`config.mk`:
```
export PLATFORM = sky130hd
export DESIGN_NAME = ram_read_streamer
export DESIGN_NICKNAME = d
export VERILOG_FILES = /design/src/rtl/ram_read_streamer.sv
export SDC_FILE = /design/constraint.sdc
export NUM_CORES = 1
export LEC_CHECK = 0
export ABC_CLOCK_PERIOD_IN_PS = 4000
export CORE_MARGIN = 4
export CORE_UTILIZATION = 57
export CTS_BUF_LIST = sky130_fd_sc_hd__clkbuf_4 sky130_fd_sc_hd__clkbuf_8
export DETAILED_ROUTE_END_ITERATION = 10
export HOLD_SLACK_MARGIN = 0.03
export MAX_ROUTING_LAYER = met4
export PLACE_DENSITY_LB_ADDON = 0.3
export SKIP_CTS_REPAIR_TIMING = 1
export SLEW_MARGIN = 20
export SYNTH_ARGS = -nofsm -noshare
export SYNTH_HDL_FRONTEND = slang
export SYNTH_SLANG_ARGS = --single-unit
```
`constraint.sdc`:
```
create_clock -name clk -period 4 [get_ports clk]
set_input_delay 0.8 -clock clk [delete_from_list [all_inputs] [get_ports clk]]
set_output_delay 0.8 -clock clk [all_outputs]
set_load 0.1 [all_outputs]
```
`src/rtl/ram_read_streamer.sv`:
```
// Burst read streamer: turns a (base, len) command into a run of single-cycle
// RAM reads and streams the returned words out through a small credit-guarded FIFO.
module ram_read_streamer #(
  parameter int unsigned DATA_WIDTH = 10,
  parameter int unsigned ADDR_WIDTH = 12,
  parameter int unsigned FIFO_DEPTH = 4
) (
  input  logic                  clk,
  input  logic                  reset,
  input  logic                  cmd_valid,
  output logic                  cmd_ready,
  input  logic [ADDR_WIDTH-1:0] cmd_base_addr,
  input  logic [ADDR_WIDTH-1:0] cmd_len,
  output logic                  s_read_req,
  output logic [ADDR_WIDTH-1:0] s_read_addr,
  input  logic [DATA_WIDTH-1:0] s_read_data,
  output logic                  m_valid,
  input  logic                  m_ready,
  output logic [DATA_WIDTH-1:0] m_data,
  output logic                  m_last,
  output logic                  busy
);

  localparam int unsigned PtrW = $clog2(FIFO_DEPTH);
  localparam int unsigned CntW = PtrW + 2;

  typedef enum logic [1:0] {StIdle, StIssue, StDrain} state_e;

  state_e                state_q;
  logic [ADDR_WIDTH-1:0] base_q;
  logic [ADDR_WIDTH-1:0] len_q;
  logic [ADDR_WIDTH-1:0] issue_cnt_q;
  logic                  inflight_q;
  logic                  inflight_last_q;

  logic [DATA_WIDTH-1:0] fifo_data_q [FIFO_DEPTH];
  logic [FIFO_DEPTH-1:0] fifo_last_q;
  logic [PtrW-1:0]       wr_ptr_q;
  logic [PtrW-1:0]       rd_ptr_q;
  logic [CntW-1:0]       fifo_count_q;

  logic push;
  logic pop;
  logic credit;
  logic issue_last;

  assign pop        = m_valid & m_ready;
  assign push       = inflight_q;
  // A new request may only go out if its word is guaranteed a FIFO slot,
  // counting the word already on its way back from the RAM.
  assign credit     = (fifo_count_q + CntW'(inflight_q)) < (CntW'(FIFO_DEPTH) + CntW'(pop));
  assign issue_last = (issue_cnt_q == len_q);

  assign cmd_ready   = (state_q == StIdle);
  assign busy        = (state_q != StIdle);
  assign s_read_req  = (state_q == StIssue) & credit;
  assign s_read_addr = (state_q == StIssue) ? (base_q + issue_cnt_q) : '0;

  assign m_valid = (fifo_count_q != '0);
  assign m_data  = fifo_data_q[rd_ptr_q];
  assign m_last  = fifo_last_q[rd_ptr_q];

  // Burst control FSM: accept command, issue reads, wait for last word to leave.
  always_ff @(posedge clk or posedge reset) begin
    if (reset) begin
      state_q     <= StIdle;
      base_q      <= '0;
      len_q       <= '0;
      issue_cnt_q <= '0;
    end else begin
      case (state_q)
        StIdle: begin
          if (cmd_valid) begin
            base_q      <= cmd_base_addr;
            len_q       <= cmd_len;
            issue_cnt_q <= '0;
            state_q     <= StIssue;
          end
        end
        StIssue: begin
          if (s_read_req) begin
            issue_cnt_q <= issue_cnt_q + 1'b1;
            if (issue_last) state_q <= StDrain;
          end
        end
        StDrain: begin
          if (pop && m_last) state_q <= StIdle;
        end
        default: state_q <= StIdle;
      endcase
    end
  end

  // Track the single outstanding RAM read and whether it carries the last tag.
  always_ff @(posedge clk or posedge reset) begin
    if (reset) begin
      inflight_q      <= 1'b0;
      inflight_last_q <= 1'b0;
    end else begin
      inflight_q      <= s_read_req;
      inflight_last_q <= s_read_req & issue_last;
    end
  end

  // Output FIFO: storage is cleared on reset so m_data/m_last read back as zero.
  always_ff @(posedge clk or posedge reset) begin
    if (reset) begin
      for (int i = 0; i < int'(FIFO_DEPTH); i++) fifo_data_q[i] <= '0;
      fifo_last_q  <= '0;
      wr_ptr_q     <= '0;
      rd_ptr_q     <= '0;
      fifo_count_q <= '0;
    end else begin
      if (push) begin
        fifo_data_q[wr_ptr_q] <= s_read_data;
        fifo_last_q[wr_ptr_q] <= inflight_last_q;
        wr_ptr_q              <= wr_ptr_q + 1'b1;
      end
      if (pop) rd_ptr_q <= rd_ptr_q + 1'b1;
      case ({push, pop})
        2'b10:   fifo_count_q <= fifo_count_q + 1'b1;
        2'b01:   fifo_count_q <= fifo_count_q - 1'b1;
        default: fifo_count_q <= fifo_count_q;
      endcase
    end
  end

endmodule

```
======== Word-level counts from Yosys, hierarchy flattened ========
Cells that the tools add are included.
word-level totals
  latch bits .............................. 0
  input port bits ......................... 38
  memories ................................ 0
  bits in read-only memories .............. 0
  output and inout bits ................... 27
  word-level logic and storage cells ...... 75
  flip-flop bits (word level) ............. 92
  bits in writable memories ............... 0
operators by class
  multiplexer cells ....................... 21
  multipliers ............................. 0
  divide/modulo/power cells ............... 0
  add/sub/neg operators ................... 8
  reduce and logical (&&, ||, !) cells .... 11
  order comparisons ....................... 7
  equal/unequal tests ..................... 9
  bitwise logic cells ..................... 5
  shift operators ......................... 0
operators by type and width
  kind                                                        number
  bitwise mux 40 bit                                          1
  two-way mux 12 bit                                          3
  two-way mux 10 bit                                          3
  case mux 12 bit (2 select lines)                            1
  binary-select mux 10 bit (select 2 bit)                     1
  demux 10 bit (select 2 bit)                                 1
  adder 12 x 1 -> 12 bit, second input constant               1
  adder 12 bit                                                1
  == test 12 bit                                              1
  two-way mux 2 bit                                           4
  != test 2 bit, second input constant                        4
  case mux 4 bit (2 select lines)                             1
  greater-or-equal comparator 3 bit, second input constant    2
  less-than comparator 2 x 3 -> 1 bit, second input constant  2
  NOT 2 -> 3 bit                                              2
  case mux 2 bit (3 select lines)                             1
  nonzero test 2 bit                                          3
  adder 2 x 1 -> 2 bit, second input constant                 2
  adder 3 x 1 -> 4 bit, first input constant                  1
  adder 4 x 1 -> 4 bit                                        1
  adder 4 x 1 -> 4 bit, second input constant                 1
  bitwise mux 4 bit                                           1
  == test 2 x 1 -> 1 bit, second input constant               2
  == test 2 bit, second input constant                        2
  other kinds (14)                                            19

======== Logic depth before layout (Yosys ltp) ========
  depth after elaboration ................. 7
  mapped depth ............................ 10

======== Worst setup path after synthesis ========
No wires, ideal clock.
  path type ............................... register to output
  from .................................... register issue_cnt_q[1]
  to ...................................... output s_read_addr[11]
  path buffers ............................ 0
  arrival ................................. 3611 ps
  cell stages (with the launch flop) ...... 7
  path slack .............................. -411 ps
  cell sequence ........................... dfrtp_1 > ha_1 > a211oi_1 > o21ai_0 > a41oi_1 > nand2_1 > o21ai_0
between the ends
  cells in the longest elaborated chain, start to end .. 2
RTL lines
  item                    RTL line  text
  from (decl)             32        logic [ADDR_WIDTH-1:0] issue_cnt_q;
  from (signal assigned)  82        issue_cnt_q <= issue_cnt_q + 1'b1;
  adder 12 bit            57        assign s_read_addr = (state_q == StIssue) ? (base_q + issue_cnt_q) : '0;
  two-way mux 12 bit      57
  to (decl)               15        output logic [ADDR_WIDTH-1:0] s_read_addr,
Every way passes these cells.

======== Worst setup path after layout ========
  from .................................... register issue_cnt_q[0]
  to ...................................... output s_read_addr[8]
The elaborated chain is that of the path after synthesis.

==> PnR_summary.wiki <==
{| class="wikitable"
! Metric !! Value
|-
| CTS H-tree depth || 3
|-
| Fill cell count || 551
|-
| Peak fanout along the critical path || 6
|-
| CP arrival || 2.81 ns
|-
| Fraction of layout cells with a size suffix above 1 || 0.288
|-
| Vias in the first global route || 3313
|-
| Total Die Area || 9840 um^2
|-
| Num CTS Buffers || 9
|-
| Mux share of post-synthesis cell area || 0.223
|-
| Worst slew margin relative to its limit || 0.356
|-
| GRT Total Usage || 0.212
|-
| Post-DRT Antenna Nets || 0
|-
| Chip Height || 99.2 um
|-
| Register bit total from synthesis || 92
|-
| Status || finished clean
|-
| Initial standard-cell utilization of the core || 0.601
|-
| Setup TNS || 0 ns
|-
| Die Span X || 99.2 um
|-
| Average size of a mapped cell || 12.5 um^2
|-
| Grt met3 use || 0.0477
|-
| Endpoints failing setup || 0
|-
| Busiest layer in global routing || met2
|-
| Share of the yosys chip area belonging to registers || 0.486
|-
| EDFF count, synth || 0
|-
| Startpoint class of the critical path || register
|-
| Class of the tightest hold or removal check || reg -> reg
|-
| Placement Rows || 32
|-
| Worst path max stage delay || 0.46 ns
|-
| Max Clock Freq || 277 MHz
|-
| Most common library cell in the layout ignoring fill and taps || sky130_fd_sc_hd__dfrtp_1
|-
| First-pass GRT wire length || 16200 um
|-
| Boundary pin count || 65
|-
| Half-perimeter wire length after placement || 6860 um
|-
| P&R area growth vs syn || 18.8%
|-
| Unrepaired setup endpoints after global routing || no
|-
| Crit path cell chain || ha_1, fa_1, a211oi_1, o21bai_1, a221oi_1, xor2_1, nor2_1, buf_12
|-
| Number of hold violations in the final report || 0
|-
| Via Count || 3158
|-
| Synth async-reset ratio || 1.00
|-
| Share of the clock period used by the worst path || 0.903
|-
| Total of warnings raised by yosys || 0
|-
| Fraction of the mapped netlist area in adder cells || 0.0570
|-
| Most used cells in the layout excluding fill and tap cells || sky130_fd_sc_hd__dfrtp_1 (92), sky130_fd_sc_hd__mux2_2 (69), sky130_fd_sc_hd__clkdlybuf4s50_1 (40), sky130_fd_sc_hd__xor2_1 (25), sky130_fd_sc_hd__buf_4 (25)
|-
| Dominant combinational cell family by area after synthesis || multiplexers
|-
| Req. time, crit path || 3.20 ns
|-
| Pin slew with the least headroom to its limit || 0.963 ns
|-
| Sum of buffers and inverters on the critical path || 1
|-
| Crit path max-delay family || compound AO/OA/AOI/OAI gates
|-
| Post-Synthesis Net Count || 438
|-
| Maximum number of pins on one net before global-route repair || 50
|-
| Clock buffer depth || 2
|-
| Crit path time final || 3.61 ns
|-
| Synth Area in Compound Gates || 0.0803
|-
| Clock transition at the registers of the reported paths || 0.10 ns
|-
| DRT Wirelength || 9270 um
|-
| Input/output buffers || 64
|-
| Synth Area in Simple Gates || 0.0768
|-
| Average vias per placed instance || 5.74
|-
| Post-Route Skew || 0.0146 ns
|-
| Number of distinct standard cells referenced by the synthesized netlist || 48
|-
| Average detailed-routed wire length per instance || 16.9 um
|-
| XOR/XNOR share of the synthesized area || 0.0591
|-
| Initial DRT Pass Iterations || 4
|-
| Max Transition Viols Final || 0
|-
| Number of remaining DRC errors || 0
|-
| CTS sink count || 92
|-
| First DRT Iteration DRCs || 99
|-
| Initial antenna violation count || 0
|-
| Post-Syn Instances || 379
|-
| Cell type of the slowest stage on the worst timing path || sky130_fd_sc_hd__dfrtp_1
|-
| Met1 capacity usage during global routing || 0.277
|-
| Synth Cell Area || 4740 um^2
|-
| Most common flop cell mapped by yosys || sky130_fd_sc_hd__dfrtp_1
|-
| GRT overflow || 0
|-
| CP endpoint kind || output port
|-
| Clock tree from TritonCTS || yes
|-
| Area of the placeable core || 7890 um^2
|-
| Net count of the finished layout || 502
|-
| Clock latency reported for the late side of the worst-skew pair || 0.36 ns
|-
| Routability congestion estimate || 0.860
|-
| GR Layer Usage met2 || 0.339
|-
| Ant. Diodes || 0
|-
| Max-Cap Viols || 0
|-
| Classification of the worst setup path || reg -> out
|-
| Buffer type at the clock tree root || sky130_fd_sc_hd__clkbuf_8
|}
-- stage by stage --
step	area (um^2)	std cells	hold slack [ns]	setup WS, ns	util
final	5630	550	0.509	0.389	0.714
after global routing	5630	550	0.526	0.150	0.714
after CTS	5630	550	0.511	0.397	0.714
after detailed placement	5460	534	0.491	0.799	0.692
after global placement	5460	534	0.477	0.830	0.692
after floorplan	4740	379	0.460	0.0977	-
-- flip-flops by register name, indices dropped and copies added (netlist names), 2 cells and up --
signal and count:
state_q 2, len_q 12, issue_cnt_q 12, fifo_last_q 4, base_q 12, wr_ptr_q 2
rd_ptr_q 2, fifo_data_q 40, fifo_count_q 4
-- routing by layer --
metal / vias to the layer above / share of wire / routed length, um
met5: - / 0 / 0
met4: 0 / 0.0078 / 72
met3: 10 / 0.062 / 573
met2: 83 / 0.49 / 4560
met1: 1558 / 0.44 / 4070
li1: 1507 / - / -
-- worst paths after layout --
kind | slack (ns) | cells after the start | to | startpoint
max | 0.39 | 8 | s_read_addr[8] | issue_cnt_q[0]
min | 0.51 | 1 | fifo_data_q[6] | fifo_data_q[6]
max reg2reg | 1.44 | 8 | issue_cnt_q[11] | inflight_q
min reg2reg | 0.51 | 1 | fifo_data_q[6] | fifo_data_q[6]
max in group asynchronous | 2.28 | 3 | rd_ptr_q[0] | reset
min in group asynchronous | 0.89 | 2 | issue_cnt_q[3] | reset
-- cell families after synthesis --
kind of cell	count (synthesis)
compound gates	54
fa+ha+maj	21
buf+inv	22
xor+xnor	32
simple gates	75
flops	92
mux	83
-- Yosys cell counts, types with 7 or more instances --
library cell                n  area, um^2
sky130_fd_sc_hd__dfrtp_1   92        2300
sky130_fd_sc_hd__mux2_2    69         777
sky130_fd_sc_hd__xor2_1    25         219
sky130_fd_sc_hd__nand2_1   21        78.8
sky130_fd_sc_hd__ha_1      20         250
sky130_fd_sc_hd__nor2_1    19        71.3
sky130_fd_sc_hd__o21ai_0   14        70.1
sky130_fd_sc_hd__mux4_2    11         248
sky130_fd_sc_hd__clkbuf_1  10        37.5
sky130_fd_sc_hd__a21o_1     7        52.6
sky130_fd_sc_hd__inv_1      7        26.3
sky130_fd_sc_hd__nand3_1    7        35.0
sky130_fd_sc_hd__xnor2_1    7        61.3
-- final cells by class --
| cell class | instances | area [um^2] | area share |
|---|---|---|---|
| multi-input combinational | 265 | 2350 | 0.417 |
| clock inverter | 7 | 51.3 | 0.00911 |
| inverter | 7 | 27.5 | 0.00489 |
| tap | 102 | 128 | 0.0227 |
| timing repair buffer | 68 | 648 | 0.115 |
| sequential | 92 | 2300 | 0.409 |
| clock buffer | 9 | 124 | 0.0220 |
Power is left out: the tool's default activity adds up to more than one toggle a clock period on the data nets, which glitch-free logic cannot reach.
